[src/rtl/mac_int_fsm.sv]
// Signed 16x16 multiply-accumulate sequenced by a four-state FSM.
// One operation takes IDLE->MULT->ACCUM->DONE; the accumulator persists until reset.
module mac_int_fsm (
    input  logic               clk,
    input  logic               reset,
    input  logic               valid,
    input  logic signed [15:0] A,
    input  logic signed [15:0] B,
    output logic signed [31:0] y,
    output logic               done
);

    typedef enum logic [1:0] {IDLE, MULT, ACCUM, DONE} state_t;

    state_t             state, nxt;
    logic signed [15:0] a_r, b_r;
    logic signed [31:0] prod;
    logic signed [31:0] acc;

    always_ff @(posedge clk) begin
        if (reset) state <= IDLE;
        else       state <= nxt;
    end

    always_comb begin
        nxt = state;
        case (state)
            IDLE:    if (valid) nxt = MULT;
            MULT:    nxt = ACCUM;
            ACCUM:   nxt = DONE;
            DONE:    nxt = IDLE;
            default: nxt = IDLE;
        endcase
    end

    // done is a pure state decode, so valid never reaches it combinationally
    always_comb begin
        done = (state == DONE);
    end

    always_ff @(posedge clk) begin
        if (reset) begin
            a_r  <= '0;
            b_r  <= '0;
            prod <= '0;
            acc  <= '0;
        end else begin
            case (state)
                IDLE:  if (valid) begin
                    a_r <= A;
                    b_r <= B;
                end
                MULT:  prod <= a_r * b_r;
                ACCUM: acc  <= acc + prod;
                default: ;
            endcase
        end
    end

    assign y = acc;

endmodule

[config.mk]
export PLATFORM = sky130hd
export DESIGN_NAME = mac_int_fsm
export DESIGN_NICKNAME = d
export VERILOG_FILES = /design/src/rtl/mac_int_fsm.sv
export SDC_FILE = /design/constraint.sdc
export NUM_CORES = 1
export LEC_CHECK = 0
export CELL_PAD_IN_SITES_DETAIL_PLACEMENT = 0
export CELL_PAD_IN_SITES_GLOBAL_PLACEMENT = 1
export CORE_MARGIN = 5
export CORE_UTILIZATION = 49
export CTS_CLUSTER_DIAMETER = 30
export DETAILED_ROUTE_END_ITERATION = 8
export GPL_ROUTABILITY_DRIVEN = 0
export GPL_TIMING_DRIVEN = 0
export MAX_ROUTING_LAYER = met4
export PLACE_DENSITY_LB_ADDON = 0.1
export SLEW_MARGIN = 20
export SYNTH_ARGS = -nofsm -noshare
export SYNTH_HDL_FRONTEND = slang
export SYNTH_SLANG_ARGS = --single-unit
[constraint.sdc]
create_clock -name clk -period 7.9 [get_ports clk]
set_clock_uncertainty 0.1 [all_clocks]
set_input_delay 1.975 -clock clk [delete_from_list [all_inputs] [get_ports clk]]
set_output_delay 1.975 -clock clk [all_outputs]
set_load 0.02 [all_outputs]
=== Yosys cells after proc, flatten, opt, wreduce, memory -nomap -nowiden ===
Cells that the tools add are included.

* Bits in registers: 98
* Output and inout port bits: 33
* Input port bits: 35

* Reductions and logical operators: 2
* Multiplexer cells: 2
* $add $sub $neg: 1
* Multiply operators: 1
* Equal/unequal tests: 4

{| class="wikitable"
|+ Operator list
! kind !! number
|-
| $add 32x32->32 || 1
|-
| $mul 16x16->32 || 1
|-
| $pmux 2 s4 || 1
|-
| $eq 2x2->1 const B || 2
|-
| $eq 2x1->1 const B || 1
|-
| $logic_not 2->1 || 1
|-
| $mux 2 || 1
|-
| $ne 2x2->1 const B || 1
|-
| $reduce_and 2->1 || 1
|}

=== Longest topological paths before layout ===
* Word-level depth: 2
* Depth in mapped cells: 26
* Mapped depth without buffers: 24

=== Least setup slack after synthesis ===
Ideal clock, no wire load.

* Path type: reg2reg
* From: register a_r[15]
* To: register prod[31]
* Stages on the path, launching flop included: 22
* Buffers on the path: 2
* Setup slack: 1,731 ps
* Data arrival time: 5,942 ps
* Path through: dfxtp_1 -> clkbuf_1 -> clkbuf_1 -> nand2_1 -> fa_1 -> inv_1 -> fa_1 -> fa_1 -> fa_1 -> fa_1 -> inv_1 -> fa_1 -> inv_1 -> ha_1 -> a21o_1 -> a21o_1 -> a21o_2 -> a21oi_4 -> o21ai_2 -> o2111a_1 -> nor4_1 -> nor4_2

* Word-level cells in the longest chain between the ends: 1

{| class="wikitable"
|+ RTL lines
! element !! line !! RTL
|-
| start, declared || 16 || <nowiki>logic signed [15:0] a_r, b_r;</nowiki>
|-
| start signal, assigned || 43 || <nowiki>a_r <= '0;</nowiki>
|-
| start signal, assigned || 50 || <nowiki>a_r <= A;</nowiki>
|-
| $mul 16x16->32 || 53 || <nowiki>MULT: prod <= a_r * b_r;</nowiki>
|-
| end signal, assigned || 53 ||
|-
| end, declared || 17 || <nowiki>logic signed [31:0] prod;</nowiki>
|}

Every way passes these cells.
A chain may end at the register's enable or synchronous reset.

=== Worst setup path after layout ===
* From: register b_r[8]
* To: register prod[31]

* Word-level cells in the longest chain between the ends: 1

{| class="wikitable"
|+ RTL lines
! element !! line !! RTL
|-
| start, declared || 16 ||
|-
| start signal, assigned || 44 || <nowiki>b_r <= '0;</nowiki>
|-
| start signal, assigned || 51 || <nowiki>b_r <= B;</nowiki>
|-
| $mul 16x16->32 || 53 ||
|}

Every way passes these cells.

==> flow_metrics.py <==
metrics = {
    "grt": {
        "globalRoute.totalOverflow": 0,
        "antenna_violations_before_repair": 0,
        "grt_start_max_net_pins": 17,
        "grt_util_all_layers_pct": 24.7,
        "first_global_vias": 11700,
        "wire_length_of_the_first_global_routing_pass_um": 63300,
    },
    "timing": {
        "hold_viol": 0,
        "setup_slack_ps": 861,
        "layout_min_cycle_time_ps": 7040,
        "post_route_clock_period_utilization_pct": 89.1,
        "fin_setup_tns_ps": 0,
        "achievable-frequency_ghz": 0.142,
        "rsz0062_at_grt": "false",
        "setup-violations-final": 0,
        "slew_viol_final": 0,
        "slew_headroom_pct": 39.9,
        "tightestPinTransition_ps": 901,
    },
    "layout": {
        "finalNetCount": 2183,
        "post_route_cells_drive_above_1_share_pct": 2.65,
        "num_antenna_cells": 0,
        "final.fill_count": 2886,
        "area_growth_syn_to_layout_pct": 9.74,
    },
    "setup_path": {
        "worstSetupPathDepth": 24,
        "path_cells": "clkbuf_1, clkbuf_1, nand2_1, fa_1, inv_1, fa_1, inv_1, fa_1, inv_1, fa_1, fa_1, inv_1, fa_1, inv_1, ha_1, a21o_1, a21o_1, a21oi_1, o31ai_2, o21ba_4, o21ai_2, o2111a_1, nor4_1, nor4_2",
        "worstPathRequired_ps": 8050,
        "r2r_setup_slack_ps": 860,
        "critPathArrivalTime_ps": 7190,
        "cp_slowest_stage_delay_ps": 550,
        "critPathBufInv": 7,
        "worstRegToRegCells": 24,
        "crit_path_class": "reg -> reg",
        "critPathMostFrequentCell": "fa_1",
        "timing.critical_path.slowest_stage_cell": "clkbuf_1",
        "critical_path.endpoint_type": "flip-flop",
        "worstSetupStartpointType": "flip-flop",
        "critical-path-top-delay-family": "adder cells",
        "crit_path_max_fanout": 10,
    },
    "synthesis": {
        "ys_ff_latch": 98,
        "netlist.area_leader.share_pct": 35.3,
        "synth_cell_types": 69,
        "synth_most_common_cell": "inv_1",
        "syn-mean-instance-area_um2": 8.83,
        "dominantRegCellSynth": "dfxtp_1",
        "synth_cells": 1690,
        "ys_top_cells_by_count": "inv_1, fa_1, nand2_1",
        "async_flop_share_pct": 0,
        "dominant_cells_by_area_after_synthesis": "fa_1, dfxtp_1, ha_1",
        "synth_sequential_area_ratio_pct": 13.2,
        "synth_edf_count": 0,
        "yosysTopAreaCell": "fa_1",
        "netlist_area_mm2": 0.0149,
        "syn-num-nets": 2106,
        "count_of_yosys_warnings_during_synthesis": 0,
    },
    "detailed_routing": {
        "detail_route.drc_violations": 0,
        "ant_nets": 0,
        "drt-pass1-iter-count": 5,
        "avgViaCountPerCell": 5.25,
        "finalWirelength_um": 39300,
        "drtIter0Drc": 557,
        "detail_route.wl_per_cell_um": 18.2,
        "detailroute.via_count": 11400,
    },
    "clock_tree": {
        "clk-insertion-delay-late_ps": 370,
        "clk_pin_slew_worst_paths_ps": 70,
        "ctsHtreeMaxLevel": 3,
        "clock_sinks": 98,
        "tritoncts": "done",
        "post_cts_buffers": 0,
        "cts.path.max_buffers": 2,
        "cts.root.buffer_cell": "clkbuf_16",
        "postCtsResizedCells": 0,
        "tritoncts.num_buffers": 9,
        "cts-hold-fix-buffers": 0,
    },
    "placement": {
        "placement.io_buffers": 66,
        "place_hpwl_um": 32600,
        "preCtsSetupSlack_ps": 871,
    },
    "floorplan": {
        "ioPinCount": 68,
        "placement_rows": 63,
        "fp.coreArea_mm2": 0.0299,
        "fp.dieW_um": 184,
        "die_area_mm2": 0.0340,
        "initial_core_utilization_pct": 49.9,
        "die_h_um": 184,
    },
    "hold_path": {
        "holdPathStages": 2,
        "min-delay-path-class": "reg -> reg",
    },
    "job": {
        "maxCapViolCount": 0,
    },
    "power_and_ir_drop": {
        "ir_worst_vdd_uv": 154,
        "pwr_density_cell_mw_per_mm2": 172,
        "total_leakage_power_uw": 0.00782,
    },
    "run_status": {
        "outcome": "finished, final reports clean",
    },
}
==> routing by layer <==
metal | up-vias | wire (um) | track usage, %
met5 | - | 0 | -
met4 | 0 | 1080 | 5.68
met3 | 63 | 2360 | 4.44
met2 | 277 | 18900 | 40.1
met1 | 5654 | 16900 | 32.7
li1 | 5367 | - | -
==> cell type report <==
type	count	area [um2]	share of cell area, %
multi-input cells	1195	11400	69.9
flip-flops and latches	98	1960	12.0
inverters	331	1240	7.59
repair buffers	66	661	4.04
well taps	390	488	2.98
plain buffers	66	275	1.68
clock buffers	12	246	1.51
clock inverters	4	57.6	0.352
==> state kept, by name, summed over array words and instances, names as in the netlist <==
register / cells
y: 32
prod: 32
a_r: 16
state: 2
b_r: 16
==> power breakdown <==
part	switching, uW	leakage (uW)	internal, uW
sequential	130	0.000797	581
combinational	979	0.00688	640
clock	224	0.000145	259
==> metrics by stage <==
step                      cell area [um2]  total power, uW  utilization (%)  hold slack, ps  std cells
after floorplan                     14900             1830                -             329       1690
after global routing                16400             3070             54.8             381       2162
final                               16400             2810             54.8             364       2162
after CTS                           16400             2850             54.8             365       2162
after global placement              16100             2340             53.8             351       2146
after detailed placement            16100             2360             53.8             354       2146
==> worst paths after layout <==
| path | from | end |
|---|---|---|
| worst max-delay path | b_r[8] | prod[31] |
| worst min-delay path | prod[24] | prod[24] |
| worst max register to register | b_r[8] | prod[31] |
| worst min register to register | prod[24] | prod[24] |
==> worst min-delay path: cells and delay by family, from the launching register on <==
| kind | cells | cell delay, ps |
|---|---|---|
| AO/OA/AOI/OAI | 1 | 50 |
| flip-flops | 1 | 320 |
| AND/OR/NAND/NOR | 1 | 50 |
==> cell families after synthesis <==
family,after synthesis,share of synthesized area (%)
and+or+nand+nor,501,16.0
buffers and inverters,397,10.2
adders and majority gates,381,45.2
AOI/OAI and AO/OA,223,9.93
DFF,98,13.2
xor gates and xnor gates,61,3.58
muxes,29,1.95
==> cells in the final DEF (no fill, tap or decap), types with 7 or more instances in the layout <==
cell	Yosys	final
o21a_1	12	12
xor2_1	12	12
inv_1	331	331
nor2_1	87	87
o22ai_1	11	11
fa_1	263	263
mux2i_1	29	29
o21ai_1	14	14
a21oi_1	84	84
and2_1	123	123
nor2b_1	7	7
nand2_1	221	221
o21ai_0	18	18
dfxtp_1	98	98
o21bai_1	9	9
a211oi_1	9	9
nand3_1	9	9
ha_1	118	118
nand2b_1	18	18
clkbuf_16	0	9
clkdlybuf4s50_1	0	66
a21o_1	21	21
nand4_1	7	7
clkbuf_1	61	63
xnor2_1	49	49
(Power assumes the default switching activity.)
